`config.mk`:
```
export PLATFORM = sky130hd
export DESIGN_NAME = cyber_press_flat
export DESIGN_NICKNAME = d
export VERILOG_FILES = /design/src/rtl/cyber_press_pkg.sv /design/src/rtl/cyber_press_if.sv /design/src/rtl/cyber_press_key_pulse.sv /design/src/rtl/cyber_press.sv /design/src/flat_wrapper.sv
export SDC_FILE = /design/constraint.sdc
export NUM_CORES = 1
export LEC_CHECK = 0
export ABC_AREA = 1
export CAP_MARGIN = 10
export CORE_MARGIN = 10
export CORE_UTILIZATION = 47
export CTS_BUF_LIST = sky130_fd_sc_hd__clkbuf_16
export DETAILED_ROUTE_END_ITERATION = 8
export PLACE_DENSITY = 0.82
export REMOVE_ABC_BUFFERS = 1
export SYNTH_ARGS = -nofsm -noshare
export SYNTH_HDL_FRONTEND = slang
export SYNTH_SLANG_ARGS = --single-unit
```
`constraint.sdc`:
```
create_clock -name Clock -period 1.7 [get_ports Clock]
set_input_delay 0.51 -clock Clock [delete_from_list [all_inputs] [get_ports Clock]]
set_output_delay 0.51 -clock Clock [all_outputs]
set_load 0.005 [all_outputs]
```
`src/rtl/cyber_press_pkg.sv`:
```
// Shared types and constants for the press-pulse generator.
// Latency: n/a (declarations only).
// Backpressure: n/a; every consumer takes a strobe every cycle.
package cyber_press_pkg;

    localparam int LFSR_W_DEF  = 10;
    localparam int HOLDOFF_DEF = 4;

    // Feedback taps for x^10 + x^7 + 1 (bit indices of the 10-bit register)
    localparam int LFSR_TAP_HI = 9;
    localparam int LFSR_TAP_LO = 6;

    // XNOR feedback makes all-zeros a legal state, so reset can use it
    localparam logic [LFSR_W_DEF-1:0] LFSR_RESET = '0;

    typedef enum logic [1:0] {
        IDLE  = 2'd0,
        PRESS = 2'd1,
        HOLD  = 2'd2
    } cp_state_t;

endpackage

```
`src/rtl/cyber_press_if.sv`:
```
// Bundle between the board keys/switches and the playfield press strobes.
// Latency: n/a (wiring only).
// Backpressure: none; strobes are fire-and-forget single-cycle pulses.
interface cyber_press_if #(
    parameter int LFSR_W = 10
);
    logic              freset;
    logic              enable;
    logic              key_n;
    logic [LFSR_W-1:0] SW;
    logic              human_press;
    logic              cpu_press;
    logic [LFSR_W-1:0] rnd;

    // Board / stimulus side drives the controls and observes the strobes
    modport master (
        output freset, enable, key_n, SW,
        input  human_press, cpu_press, rnd
    );

    // Press generator side
    modport slave (
        input  freset, enable, key_n, SW,
        output human_press, cpu_press, rnd
    );

endinterface

```
`src/rtl/cyber_press_key_pulse.sv`:
```
// Turns a raw asynchronous active-low key into one strobe per press.
// Latency: strobe is high 3 edges after the key is first sampled low.
// Backpressure: none; a held key yields one pulse, release yields none.
module key_pulse (
    input  logic Clock,
    input  logic Reset,
    input  logic freset,
    input  logic enable,
    input  logic key_n,
    output logic press
);

    logic sync1_q, sync1_d;
    logic sync2_q, sync2_d;
    logic prev_q,  prev_d;
    logic press_q, press_d;

    // Synchronizer chain and rising-edge detect; prev keeps tracking during
    // freset so a key held across a round reset does not fire when it drops
    always_comb begin
        sync1_d = ~key_n;
        sync2_d = sync1_q;
        prev_d  = sync2_q;
        press_d = sync2_q & ~prev_q & enable & ~freset;
    end

    // State registers with synchronous full reset
    always_ff @(posedge Clock) begin
        if (Reset) begin
            sync1_q <= 1'b0;
            sync2_q <= 1'b0;
            prev_q  <= 1'b0;
            press_q <= 1'b0;
        end else begin
            sync1_q <= sync1_d;
            sync2_q <= sync2_d;
            prev_q  <= prev_d;
            press_q <= press_d;
        end
    end

    assign press = press_q;

endmodule

```
`src/rtl/cyber_press.sv`:
```
// Human and CPU press-strobe generator for the tug-of-war light chain.
// Latency: CPU strobe 1 cycle after SW>rnd in IDLE; human strobe 3 edges after key.
// Backpressure: none; CPU side self-throttles with a HOLDOFF-cycle quiet period.
module cyber_press
    import cyber_press_pkg::*;
#(
    parameter int LFSR_W  = LFSR_W_DEF,
    parameter int HOLDOFF = HOLDOFF_DEF
) (
    input  logic         Clock,
    input  logic         Reset,
    cyber_press_if.slave bus
);

    localparam int CNT_W = (HOLDOFF > 1) ? $clog2(HOLDOFF) : 1;

    logic [LFSR_W-1:0] rnd_q, rnd_d;
    cp_state_t         ps_q, ps_d;
    logic [CNT_W-1:0]  cnt_q, cnt_d;
    logic              human_press_w;

    // LFSR advances every cycle regardless of freset or enable
    always_comb begin
        rnd_d = {rnd_q[LFSR_W-2:0], ~(rnd_q[LFSR_TAP_HI] ^ rnd_q[LFSR_TAP_LO])};
    end

    // CPU opponent: fire when the threshold beats the random value, then
    // stay quiet for HOLDOFF cycles; freset forces a clean restart
    always_comb begin
        ps_d  = ps_q;
        cnt_d = cnt_q;
        if (bus.freset) begin
            ps_d  = IDLE;
            cnt_d = '0;
        end else begin
            case (ps_q)
                IDLE: begin
                    if (bus.enable && (bus.SW > rnd_q)) begin
                        ps_d = PRESS;
                    end
                end
                PRESS: begin
                    ps_d  = HOLD;
                    cnt_d = CNT_W'(HOLDOFF - 1);
                end
                HOLD: begin
                    if (cnt_q == '0) begin
                        ps_d = IDLE;
                    end else begin
                        cnt_d = cnt_q - CNT_W'(1);
                    end
                end
                default: begin
                    ps_d  = IDLE;
                    cnt_d = '0;
                end
            endcase
        end
    end

    // State registers with synchronous full reset (LFSR included)
    always_ff @(posedge Clock) begin
        if (Reset) begin
            rnd_q <= LFSR_W'(LFSR_RESET);
            ps_q  <= IDLE;
            cnt_q <= '0;
        end else begin
            rnd_q <= rnd_d;
            ps_q  <= ps_d;
            cnt_q <= cnt_d;
        end
    end

    key_pulse u_key_pulse (
        .Clock  (Clock),
        .Reset  (Reset),
        .freset (bus.freset),
        .enable (bus.enable),
        .key_n  (bus.key_n),
        .press  (human_press_w)
    );

    // Enable gates only the visible strobe; the FSM still walks into HOLD
    assign bus.cpu_press   = (ps_q == PRESS) && bus.enable;
    assign bus.human_press = human_press_w;
    assign bus.rnd         = rnd_q;

endmodule

```
`src/flat_wrapper.sv`:
```
// flat-port wrapper written by rule: the top's interface ports become plain ports
module cyber_press_flat import cyber_press_pkg::*;
#(
    parameter int LFSR_W  = LFSR_W_DEF,
    parameter int HOLDOFF = HOLDOFF_DEF
)
  (Clock, Reset, bus_freset, bus_enable, bus_key_n, bus_SW, bus_human_press, bus_cpu_press, bus_rnd);
  cyber_press_if #(.LFSR_W(LFSR_W)) bus_i ();
  input  logic Clock;
  input  logic Reset;
  input wire logic [$bits(bus_i.freset)-1:0] bus_freset;
  input wire logic [$bits(bus_i.enable)-1:0] bus_enable;
  input wire logic [$bits(bus_i.key_n)-1:0] bus_key_n;
  input wire logic [$bits(bus_i.SW)-1:0] bus_SW;
  output wire logic [$bits(bus_i.human_press)-1:0] bus_human_press;
  output wire logic [$bits(bus_i.cpu_press)-1:0] bus_cpu_press;
  output wire logic [$bits(bus_i.rnd)-1:0] bus_rnd;
  assign bus_i.freset = bus_freset;
  assign bus_i.enable = bus_enable;
  assign bus_i.key_n = bus_key_n;
  assign bus_i.SW = bus_SW;
  assign bus_human_press = bus_i.human_press;
  assign bus_cpu_press = bus_i.cpu_press;
  assign bus_rnd = bus_i.rnd;
  cyber_press #(.LFSR_W(LFSR_W), .HOLDOFF(HOLDOFF)) u_core (.Clock(Clock), .Reset(Reset), .bus(bus_i));
endmodule
```
=== Yosys cells after proc, flatten, opt, wreduce, memory -nomap -nowiden ===
Index checks and enable logic that the tools add are counted.
Widths: inputs -> output; s select.

* Logic and storage cells: 35
* Register bits: 18
* Output and inout bits: 12

* Reductions and logical operators: 7
* $add $sub $neg: 1
* Bitwise logic cells: 9
* $lt $le $gt $ge: 1
* Equality and inequality tests: 5
* Multiplexer cells: 5

{| class="wikitable"
|+ Operator list
! cell !! count
|-
| $pmux 2 s3 || 2
|-
| $gt 10x10->1 || 1
|-
| $mux 2 || 3
|-
| $not 1->1 || 5
|-
| $logic_not 2->1 || 2
|-
| $ne 2x1->1 const B || 2
|-
| $reduce_and 2->1 || 2
|-
| $and 1x1->1 || 3
|-
| $eq 2x1->1 const B || 1
|-
| $eq 2x2->1 const B || 1
|-
| $logic_and 1x1->1 || 2
|-
| $ne 2x2->1 const B || 1
|-
| $reduce_or 2->1 || 1
|-
| $sub 2x1->2 const B || 1
|-
| $xor 1x1->1 || 1
|}

=== Longest topological paths before layout ===
Gate-level depths: netlist (run 1).

* Word-level depth: 4
* Mapped depth: 13
* Depth with buffers taken out: 13

=== Modules after synthesis ===
From an unflattened synthesis (run 1), not the netlist that was laid out.

* Cell total of the unflattened synthesis: 139
* Area, all modules: 1,021.0 sq um

{| class="wikitable"
|+ By module, submodules not included
! module !! cells an instance !! seq. area each (sq um) !! times used !! area an instance (sq um)
|-
| cyber_press || 125 || 280.3 || 1 || 897.1
|-
| key_pulse || 14 || 80.1 || 1 || 123.9
|}

=== Worst setup path after synthesis (run 1) ===
Ideal clock, no wire load.

* Path type: input to register
* Start point: input bus_SW[9]
* End point: register u_core.ps_q[0]
* Arrival time: 1,411 ps
* Path buffers: 0
* Setup time: 115 ps
* Stages on the path: 9
* Setup slack: 174 ps
* Cell sequence: ha_1 -> nand2_2 -> inv_1 -> a21oi_1 -> nand3_1 -> nand2_1 -> nand2_2 -> a21oi_1 -> nor2_1

* Cells in the longest elaborated chain, start to end: 4

{| class="wikitable"
|+ Ends and longest elaborated chain
! what !! line !! text
|-
| start, declared || flat_wrapper.sv:14 || <nowiki>input wire logic [$bits(bus_i.SW)-1:0] bus_SW;</nowiki>
|-
| $gt 10x10->1 || cyber_press.sv:38 || <nowiki>if (bus.enable && (bus.SW > rnd_q)) begin</nowiki>
|-
| $logic_and 1x1->1 || cyber_press.sv:38 ||
|-
| $ne 2x1->1 (no line) || -- ||
|-
| $reduce_and 2->1 (no line) || -- ||
|-
| end signal, assigned || cyber_press.sv:69 || <nowiki>ps_q <= ps_d;</nowiki>
|-
| end, declared || cyber_press.sv:18 || <nowiki>cp_state_t ps_q, ps_d;</nowiki>
|}

Every way passes these cells.
A chain may end at the register's enable or synchronous reset.

=== Final worst setup path (run 1) ===
* Start point: register u_core.rnd_q[2] (netlist: u_core.bus.rnd[2])
* End point: output bus_rnd[2]

{| class="wikitable"
|+ RTL lines
! what !! line !! text
|-
| start, declared || cyber_press.sv:17 || <nowiki>logic [LFSR_W-1:0] rnd_q, rnd_d;</nowiki>
|-
| start signal, assigned || cyber_press.sv:64 || <nowiki>rnd_q <= LFSR_W'(LFSR_RESET);</nowiki>
|-
| start signal, assigned || cyber_press.sv:68 || <nowiki>rnd_q <= rnd_d;</nowiki>
|-
| end, declared || flat_wrapper.sv:17 || <nowiki>output wire logic [$bits(bus_i.rnd)-1:0] bus_rnd;</nowiki>
|}

No word-level cell between the ends.

==> results of run 1 <==
==> routing by layer <==
layer / GRT usage (%) / up-vias / part of all wire, %
li1: - / 455 / -
met1: 11.3 / 404 / 40
met2: 22.0 / 23 / 52
met3: 4.01 / 8 / 5.6
met4: 3.66 / 0 / 2.8
met5: 0 / - / 0
==> worst max path at each step <==
stage | startpoint | endpoint | slack, ns | cells past startpoint
4_1_cts | u_core.ps_q[1] | bus_cpu_press | 0.01 | 5
3_3_place_gp | bus_enable | bus_cpu_press | -0.41 | 4
2_1_floorplan | bus_SW[9] | u_core.ps_q[0] | 0.17 | 9
3_5_place_dp | bus_enable | bus_cpu_press | -0.42 | 4
5_1_grt | u_core.bus.rnd[9] | u_core.ps_q[0] | -0.009 | 12
6_report | u_core.bus.rnd[2] | bus_rnd[2] | 0.04 | 1
==> cell usage in the layout (no fill, tap or decap), drive strengths merged <==
master | netlist | routed
clkdlybuf4s50 | 0 | 13
nand3 | 4 | 4
nor2 | 18 | 18
ha | 15 | 15
nand3b | 1 | 1
a21oi | 7 | 7
inv | 31 | 31
dlygate4sd2 | 0 | 4
clkdlybuf4s15 | 0 | 5
clkbuf | 1 | 6
o21bai | 1 | 1
o21ai | 2 | 2
dlymetal6s2s | 0 | 1
nand2 | 30 | 30
buf | 9 | 5
dfxtp | 18 | 18
clkinv | 1 | 2
nor3 | 1 | 1
==> registers in the layout (all words and copies together), names as in the netlist <==
signal and count:
u_core.ps_q 2, u_core.u_key_pulse.press 1, u_core.u_key_pulse.prev_q 1, u_core.bus.rnd 10
u_core.u_key_pulse.prev_d 1, u_core.cnt_q 2, u_core.u_key_pulse.sync1_q 1
==> metrics by stage <==
stage / setup slack (ns) / hold slack (ns) / util, % / cells
after detailed placement: -0.415 / 0.387 / 62.9 / 186
after CTS: 0.00995 / 0.397 / 69.6 / 190
after global placement: -0.407 / 0.378 / 62.9 / 186
after floorplan: 0.174 / 0.375 / - / 129
after global routing: -0.00931 / 0.424 / 72.3 / 191
final: 0.0419 / 0.391 / 72.3 / 191
==> final cells by class <==
type / count / share of cell area, %
clock buffers: 3 / 5.13
clock inverters: 1 / 0.257
inverters: 32 / 8.21
multi-input cells: 79 / 40.1
flip-flops and latches: 18 / 24.8
well taps: 27 / 2.31
repair buffers: 31 / 19.2
==> repair_timing <==
action | CTS | global route
endpoints found under the hold margin | 0 | 0
pin swaps | 21 | 20
resized for setup | 26 | 19
endpoints found under the setup margin | 3 | 4
buffers inserted | 0 | 1
==> Yosys cell counts (all sizes together) (2+ instances only) <==
| cell type | n | area, um^2 |
|---|---|---|
| o21ai | 2 | 10.0 |
| nor2 | 18 | 77.6 |
| nand3 | 4 | 20.0 |
| nand2 | 30 | 118 |
| inv | 31 | 116 |
| a21oi | 7 | 35.0 |
| buf | 9 | 67.6 |
| ha | 15 | 188 |
| dfxtp | 18 | 360 |
==> logic make-up after synthesis <==
logic type / after synthesis / share of synthesized area [%]
buffers and inverters: 42 / 18.8
AND/OR/NAND/NOR: 54 / 22.3
AO/OA/AOI/OAI: 10 / 5.15
flip-flops: 18 / 35.3
adder cells (fa/ha/maj): 15 / 18.4
==> power groups by stage <==
stage | clock network (W) | logic, W | registers, W
2_1_floorplan | 0 | 0.0000826 | 0.000449
3_3_place_gp | 0 | 0.000154 | 0.000449
3_5_place_dp | 0 | 0.000163 | 0.000450
4_1_cts | 0.000473 | 0.000171 | 0.000442
5_1_grt | 0.000489 | 0.000209 | 0.000444
6_report | 0.000465 | 0.000188 | 0.000443
==> metrics.txt, run 1 <==
Mapped Avg Cell Area=between 7 and 8 um^2; Post-synth EDFFs=0; Peak Freq=approximately 0.6 GHz; Hold Buf Count CTS=0; final worst-path cycle share=97.5%; design area=0.00146 mm^2; pin count of the biggest net entering global routing=11; cell family with most CP delay=buffers and inverters; Worst Tran Pin Value=about 0.22 ns; power share of the clock group=a little over two fifths; register area share after synthesis=between 30% and 40%; n_diodes=0; DIE AREA=between 0.004 and 0.005 mm^2; drt drc=0; Post-Syn Area=~0.001 mm^2; H-tree depth=1; DRT Wirelength=2.51 mm; Final Max Slew Viols=0; Total GRT Usage=a little under an eighth; Clock Skews=0.00183 ns; Hold Path End=u_core.u_key_pulse.press; Async SR Flop Fraction=0%; Yosys reg bits=18; Area Overhead vs Synth=43.4%; HP Class=reg2reg; Core ar.=0.00202 mm^2; Setup TNS Final=0 ns; footprint of the multi-input gates=a little under 600 um^2; Leak=0.668 nW; Fin. Hold Viols=0; Hold Startpoint=u_core.u_key_pulse.prev_q; Die X=roughly 67 um; relative slew slack=between 80% and 90%; Synth cell types=18; Area after DPL=roughly 0.0013 mm^2; CP required=between 1 and 1.5 ns; share of cells above drive strength 1=between 20% and 30%; Vias=890; first-pass GRT wire length=between 4 and 5 mm; sw frac=between 20% and 30%; crit path cell chain=clkdlybuf4s50_1; DR iter-0 viols=16; Syn Inst Count=between 100 and 150; CTS sink count=18; TritonCTS buffer count=3; Max VDD drop=between 0.9 and 1 mV; Crit Path Max Fanout=2; critical path type=reg2out; flop2flop setup slack=approximately 0.15 ns; Port Buf Inserts=26; clock-pin slew on the worst setup and hold paths=roughly 0.05 ns; DRT Pass-1 Iters=4; Critical Path Start Type=register; CP Capture Type=primary output; clk root buf=clkbuf_16; status=complete, no violations; GPL Wtd Cong=0.720; Clock Path Buffers=2; CTS tree=built; hpwl dp=about 1.9 mm; critical path's slowest cell=clkdlybuf4s50_1; main flop type after synthesis=dfxtp_1; initial antenna violation count=0; Reg2Reg Capture Point=u_core.ps_q[0]; total power=0.00110 W; Vias per Instance=about 4.7; Sw Pwr=0.000256 W; Row Count=16; global route overflow=0; CP arrival=between 1 and 1.5 ns; register area=between 300 and 400 um^2; Period minus WS final=1.66 ns; WHS Path Cells=1; wire per inst=~13 um; internal power=approximately 0.00084 W; Routed Antenna Nets=0; Skew-Pair Late Insertion Delay=around 0.25 ns; Worst Path Buf+Inv=1; fill count=around 160; crit-path max cell delay=0.54 ns; Register-to-Register Path Depth=11; Reg power frac=between 40% and 50%; I/O pin total=27; combinational power share=~17%; number of global-route vias before repair=940; maxcap violations=0; Synth Warn #=0; PD cells=750 mW/mm^2; Die Height=66.6 um; final setup fails=0; worst r2r src=u_core.bus.rnd[9]; Initial Util=around half; Final nets=195
Note: power is estimated with default switching activity, not from simulation.
==> run 2, diff against run 1 <==
GPL_TIMING_DRIVEN = 1   (was unset)
RECOVER_POWER = 100   (was unset)
==> metrics.txt, run 2 (synthesized netlist as in run 1, its figures left out) <==
Hold Buf Count CTS=0 (unchanged); Final nets=195 (unchanged); CTS sink count=18 (unchanged); CP arrival=1.15 ns (about the same); Die Height=66.6 um (unchanged); first-pass GRT wire length=4.03 mm (unchanged); critical path's slowest cell=clkdlybuf4s50_1 (unchanged); Final Max Slew Viols=0 (unchanged); Clock Skews=0.00131 ns (was 0.00183 ns); final non-filler cell total=191 (unchanged); RSZ-0062 raised after global routing=no; footprint of the multi-input gates=581 um^2 (was 587 um^2); Skew-Pair Late Insertion Delay=0.24 ns (was 0.25 ns); Die X=66.6 um (unchanged); Worst Tran Pin Value=0.348 ns (was 0.224 ns); smallest hold slack=0.391 ns (about the same); PD cells=753 mW/mm^2 (was 750 mW/mm^2); most common cell after layout, fill and taps aside=inv_1 (unchanged); DR iter-0 viols=14 (was 16); WL met3=141 um (was 140 um); GPL Wtd Cong=0.720 (unchanged); Vias=888 (was 890); CP Capture Type=primary output (unchanged); clock-pin slew on the worst setup and hold paths=0.05 ns (about the same); Leak=0.658 nW (was 0.668 nW); CP required=1.19 ns (about the same); critical path type=reg2out (unchanged); CTS tree=built (unchanged); design area=0.00145 mm^2 (was 0.00146 mm^2); status=complete, no violations (unchanged); met2 WL=1.31 mm (about the same); drt drc=0 (unchanged); Critical Path Start Type=register (unchanged); global route overflow=0 (unchanged); maxcap violations=0 (unchanged); Crit Path Max Fanout=2 (unchanged); wire per inst=13.2 um (unchanged); dpl ws=-0.415 ns (unchanged); initial antenna violation count=0 (unchanged); Initial Util=50.4% (unchanged); Core ar.=0.00202 mm^2 (unchanged); clk root buf=clkbuf_16 (unchanged); Fin. Hold Viols=0 (unchanged); crit path cell chain=clkdlybuf4s50_1 (unchanged); DRT Pass-1 Iters=4 (unchanged); final setup fails=0 (unchanged); Area after DPL=0.00127 mm^2 (unchanged); top layer in use=met4 (unchanged); number of global-route vias before repair=940 (unchanged); DIE AREA=0.00443 mm^2 (unchanged); relative slew slack=76.8% (was 85.1%); TritonCTS buffer count=3 (unchanged); final worst-path cycle share=97.7% (was 97.5%); HP Class=reg2reg (unchanged); most frequent cells in the layout=28 x inv_1, 25 x nand2_1, 17 x dfxtp_1 (was 28 x inv_1, 25 x nand2_1, 16 x dfxtp_1); Clock Path Buffers=2 (unchanged); Area Overhead vs Synth=41.7% (was 43.4%); Max VDD drop=0.911 mV (was 0.912 mV); pin count of the biggest net entering global routing=11 (unchanged); post-layout util=71.5% (was 72.3%); Row Count=16 (unchanged); Worst Path Buf+Inv=1 (unchanged); DRT Wirelength=2.51 mm (unchanged); max FFs per register=10 (unchanged); Period minus WS final=1.66 ns (about the same); Vias per Instance=4.65 (was 4.66); share of cells above drive strength 1=18.9% (was 22.0%); Peak Freq=0.602 GHz (was 0.603 GHz); register area=362 um^2 (was 363 um^2); n_diodes=0 (unchanged); hpwl dp=1.87 mm (unchanged); Routed Antenna Nets=0 (unchanged); Total GRT Usage=11.6% (unchanged); post-route setup slack=0.0389 ns (was 0.0419 ns); cell family with most CP delay=buffers and inverters (unchanged); routed length on met1=993 um (unchanged); crit-path max cell delay=0.54 ns (about the same); I/O pin total=27 (unchanged); fill count=165 (was 158); Port Buf Inserts=26 (unchanged); H-tree depth=1 (unchanged); Placed Cells=186 (unchanged)
## run 2: cell types whose count changed in the layout (fill, tap and decap cells not counted), moves of 2 or more
cell / change
clkdlybuf4s50_1: -3
dlygate4sd3_1: +3
clkbuf_1: +2
buf_4: -3
## run 2: timing repair
item,in CTS,in global routing
pin swaps,21,20
gates resized for setup,26,19
endpoints found under the setup margin,3,4
gates cloned,0,0
buffers inserted,0,1
## run 2: per-layer routing
layer / global-route usage [%] / up-vias
met2: 22.0 / 23
met4: 3.66 / 0
met3: 4.01 / 8
li1: - / 455
met5: 0 / -
met1: 11.3 / 402
## run 2: path summary, 6_finish.rpt
kind / from / to / slack [ns] / depth (start not counted)
worst max-delay path: u_core.bus.rnd[2] / bus_rnd[2] / 0.04 / 1
worst max register to register: u_core.bus.rnd[9] / u_core.ps_q[0] / 0.16 / 11
worst min register to register: u_core.u_key_pulse.prev_q / u_core.u_key_pulse.press / 0.39 / 1
worst min-delay path: u_core.u_key_pulse.prev_q / u_core.u_key_pulse.press / 0.39 / 1
## run 2: area by class of cell
| type | count | share of cell area (%) |
|---|---|---|
| clock inverters | 1 | 0.260 |
| flip-flops and latches | 18 | 25.0 |
| well taps | 27 | 2.34 |
| inverters | 32 | 8.31 |
| repair buffers | 31 | 18.7 |
| clock buffers | 3 | 5.19 |
| multi-input cells | 79 | 40.2 |
## run 2: power by group
| group | leakage (nW) | switching [W] | internal, W | total [W] |
|---|---|---|---|---|
| clock | 0.0385 | 0.000151 | 0.000312 | 0.000463 |
| sequential | 0.147 | 0.00000773 | 0.000435 | 0.000442 |
| combinational | 0.472 | 0.0000942 | 0.0000887 | 0.000183 |
| total | 0.658 | 0.000253 | 0.000836 | 0.00109 |
## run 2: metrics by stage
step / total power [W] / TNS, ns
3_3_place_gp: 0.000603 / -1.07
4_1_cts: 0.00109 / 0
6_report: 0.00109 / 0
5_1_grt: 0.00114 / 0
2_1_floorplan: 0.000532 / 0
3_5_place_dp: 0.000613 / -1.15
==> run 3, diff against run 2 <==
RECOVER_POWER = unset   (was 100)
==> results of run 3 <==
Same layout as run 1: the final DEF is identical, and so are final timing and power.
==> RTL change 1 (flow settings as in run 1) <==
Reset style: asynchronous (`Reset`), changed in 2 clocked blocks. Comments in the files are not updated.
--- a/src/rtl/cyber_press_key_pulse.sv
+++ b/src/rtl/cyber_press_key_pulse.sv
@@ -26,5 +26,5 @@
 
     // State registers with synchronous full reset
-    always_ff @(posedge Clock) begin
+    always_ff @(posedge Clock or posedge Reset) begin
         if (Reset) begin
             sync1_q <= 1'b0;
--- a/src/rtl/cyber_press.sv
+++ b/src/rtl/cyber_press.sv
@@ -60,5 +60,5 @@
 
     // State registers with synchronous full reset (LFSR included)
-    always_ff @(posedge Clock) begin
+    always_ff @(posedge Clock or posedge Reset) begin
         if (Reset) begin
             rnd_q <= LFSR_W'(LFSR_RESET);
Function: differs if Reset is asserted again (counterexample within 4 cycles, from zero or initial values and one cycle with Reset high); with Reset held inactive, the same outputs for 10 cycles.
==> RTL change 1 against run 1 <==
- sequential cell count did not move
- total power fell by 3.0%
- cell area rose by 5.7%
- synthesized area rose by 4.2%
- worst setup slack got worse by 0.011 ns
- critical endpoint is now bus_rnd[6]
- first-iteration DRC count rose by 44%
- routed wire length fell by 6.0%
- global-route usage fell by 0.98 points
==> RTL change 1: results (changes against run 1) <==
| Metric | Value |
|---|---|
| Number of unique standard cell types used by synthesis | `19 (+1)` |
| GPL Wtd Cong | `0.741 (+2.9%)` |
| Post-synthesis area per instance | `8.78 sq um (+20%)` |
| Multi-In Gates | `63 (-20%)` |
| 1st-iter DRT viols | `23 (+7)` |
| Buffers, non-clock | `36 (+16%)` |
| Result of the run | `finished, final reports clean` |
| Wire length per cell | `13.1 um (-0.27%)` |
| Max-slew headroom | `78.9% (-6.1 points)` |
| Resize count post-CTS | `8 (-69%)` |
| Share of final-layout standard cells stronger than drive strength 1 | `21.7% (-0.24 points)` |
| Peak ir drop on the vdd network | `0.000618 V (-32%)` |
| Endpoint with the worst hold slack | `u_core.u_key_pulse.prev_d` |
| Static power due to leakage | `0.000839 uW (+26%)` |
| Worst hold path startpoint | `u_core.u_key_pulse.sync1_q` |
| Sequential fraction of total cell area | `29.1% (+4.3 points)` |
| Crit path largest cell delay | `0.52 ns (-0.02 ns)` |
| ClkCell Share | `5.10% (-0.29 points)` |
| Overall routing resource usage | `10.6% (-0.98 points)` |
| Worst Path Max Fanout | `4 (+2)` |
| Share of final layout cell area taken by non-clock buffers | `22.7% (+3.6 points)` |
| Number of inserted filler cells in the final layout | `159 (+0.63%)` |
| Async SR Flop Fraction | `100% (+100 points)` |
| Crit Reg-Reg Startpoint | `u_core.bus.rnd[6]` |
| R2R Setup Slk | `0.20 ns (+0.05 ns)` |
| List of most frequent post-synthesis cells | `inv_1 (28), nand2_1 (26), dfrtp_1 (18)` |
| Dominant synthesized flop cell | `dfrtp_1` |
| Layout Skew | `0.00195 ns (+0.000122 ns)` |
| R2R depth | `12 (+1)` |
| Final Instance Count excl. Fillers | `180 (-5.8%)` |
[RTL change 1: changes by cell type after synthesis, sizes merged, moves of 2 or more]
| cell | delta |
|---|---|
| dfrtp | +18 |
| dfxtp | -18 |
| nor2 | -15 |
| a21oi | -5 |
| nand2 | -2 |
| nand3 | +2 |
| o21ai | +2 |
[RTL change 1: report_power, final]
part	switching (uW)	total (uW)	leakage [uW]	internal (uW)
clock network	154	467	0.0000385	313
registers	5.89	444	0.000231	438
logic	75.0	153	0.000570	78.4
[RTL change 1: per-layer routing]
layer	up-vias	GRT usage, %	wire length (um)	part of all wire [%]
li1	414	-	-	-
met1	370	10.5	967	41
met2	21	18.3	1180	50
met3	3	5.95	190	8.0
met4	0	3.85	25	1.1
met5	-	0	0	0
[RTL change 1: worst max path at each step]
stage / endpoint / depth (start not counted)
final: bus_rnd[6] / 1
after global placement: bus_cpu_press / 4
after floorplan: u_core.ps_q[1] / 9
after CTS: u_core.ps_q[1] / 11
after detailed placement: bus_cpu_press / 4
after global routing: u_core.ps_q[1] / 11
[RTL change 1: kinds of logic (layout without fill, tap and decap cells)]
kind of cell               count (synthesis)  count (layout)  share of synthesized area (%)
AOI/OAI and AO/OA                          8               8                           4.71
xor gates and xnor gates                   1               1                          0.825
adders and majority gates                 15              15                           17.7
buffers and inverters                     40              71                           17.3
DFF                                       18              18                           42.4
and+or+nand+nor                           39              39                           17.1
[RTL change 1: per-stage QoR]
step / cell area (sq um) / setup WS (ns) / hold WS, ns
CTS: 1430 / 0.00125 / 0.349
detailed placement: 1340 / -0.414 / 0.338
global placement: 1340 / -0.407 / 0.333
global route: 1550 / -0.0220 / 0.353
floorplan: 995 / 0.220 / 0.331
finish: 1550 / 0.0309 / 0.347
==> RTL change 2 (settings of run 1) <==
Without the edit above. `LFSR_W_DEF`: 10 -> 14.
--- a/src/rtl/cyber_press_pkg.sv
+++ b/src/rtl/cyber_press_pkg.sv
@@ -4,5 +4,5 @@
 package cyber_press_pkg;
 
-    localparam int LFSR_W_DEF  = 10;
+    localparam int LFSR_W_DEF  = 14;
     localparam int HOLDOFF_DEF = 4;
 
Interface: changed (resized bus_SW and bus_rnd); port bits go from 27 to 35. The function was not compared with the original's and may differ.
==> RTL change 2 against run 1 <==
- cell area is 24% higher
- worst setup slack gained 0.029 ns
- synthesized area is 24% higher
- sequential power up 21%
- synthesized cell count increased by 23%
- routed wire length rose by 28%
- total power increased by 30%
- clock skew grew 0.0017 ns
- sequential cell count is 4 higher
- critical path type is now input pin to register
- largest power group unchanged
==> RTL change 2: results (changes against run 1) <==
| Metric | Value |
|---|---|
| Result of the run | `finished, final reports clean` |
| Multi-In Gates | `95 (+20%)` |
| Sequential fraction of total cell area | `25.0% (+0.18 points)` |
| Vias | `1087 (+22%)` |
| Placed Instance Area | `0.00154 sq mm (+21%)` |
| Wire length per cell | `14.3 um (+8.8%)` |
| Number of flip-flops in the largest register | `14 (+4)` |
| Layout Skew | `0.00356 ns (+0.00173 ns)` |
| Met1 track utilization from global routing | `11.4% (+0.10 points)` |
| Overall routing resource usage | `11.8% (+0.18 points)` |
| Post-synthesis sequential area ratio | `34.9% (-0.45 points)` |
| Largest net degree at the start of global routing | `18 (+7)` |
| Detailed-routed wire length on met2 | `1670 um (+28%)` |
| Crit path largest cell delay | `0.26 ns (-0.28 ns)` |
| Worst hold slack | `0.395 ns (+0.00361 ns)` |
| ClkCell Share | `5.78% (+0.39 points)` |
| Share of final-layout standard cells stronger than drive strength 1 | `38.5% (+17 points)` |
| Crit Reg-Reg Startpoint | `u_core.bus.rnd[2]` |
| Resize count post-CTS | `41 (+58%)` |
| GPL Wtd Cong | `0.796 (+11%)` |
| Area grow syn2layout | `44.0%` |
| List of most frequent post-synthesis cells | `inv_1 (38), nand2_1 (33), dfxtp_1 (22)` |
| Post-synthesis area per instance | `7.38 sq um (+0.64%)` |
| Post-synthesis compound-gate area fraction | `4.96% (-0.20 points)` |
| Sum of routed wire length over all layers | `3220 um (+28%)` |
| Die width | `71.8 um (+7.9%)` |
## RTL change 2: changes by cell type in the layout (fill, tap and decap cells not counted), sizes merged, moves of 3 or more
cell	before	now
buf	5	1
clkbuf	6	14
nand2	30	34
clkdlybuf4s50	13	17
inv	31	39
clkdlybuf4s15	5	2
nor2	18	24
ha	15	19
dfxtp	18	22
## RTL change 2: cell families after synthesis
| kind of cell | count (synthesis) |
|---|---|
| adders and majority gates | 19 |
| and+or+nand+nor | 64 |
| AOI/OAI and AO/OA | 12 |
| buffers and inverters | 54 |
| DFF | 22 |
## RTL change 2: worst register-to-register path: cells and delay by family (launching register included)
family / cells / cell delay [ns]
flops: 1 / 0.34
fa+ha+maj: 1 / 0.31
compound gates: 1 / 0.15
simple gates: 8 / 0.65
buf+inv: 1 / 0.05
## RTL change 2: power breakdown
part           switching (uW)  internal, uW
Combinational             114           105
Sequential               8.71           528
Clock                     196           468
Total                     319          1100
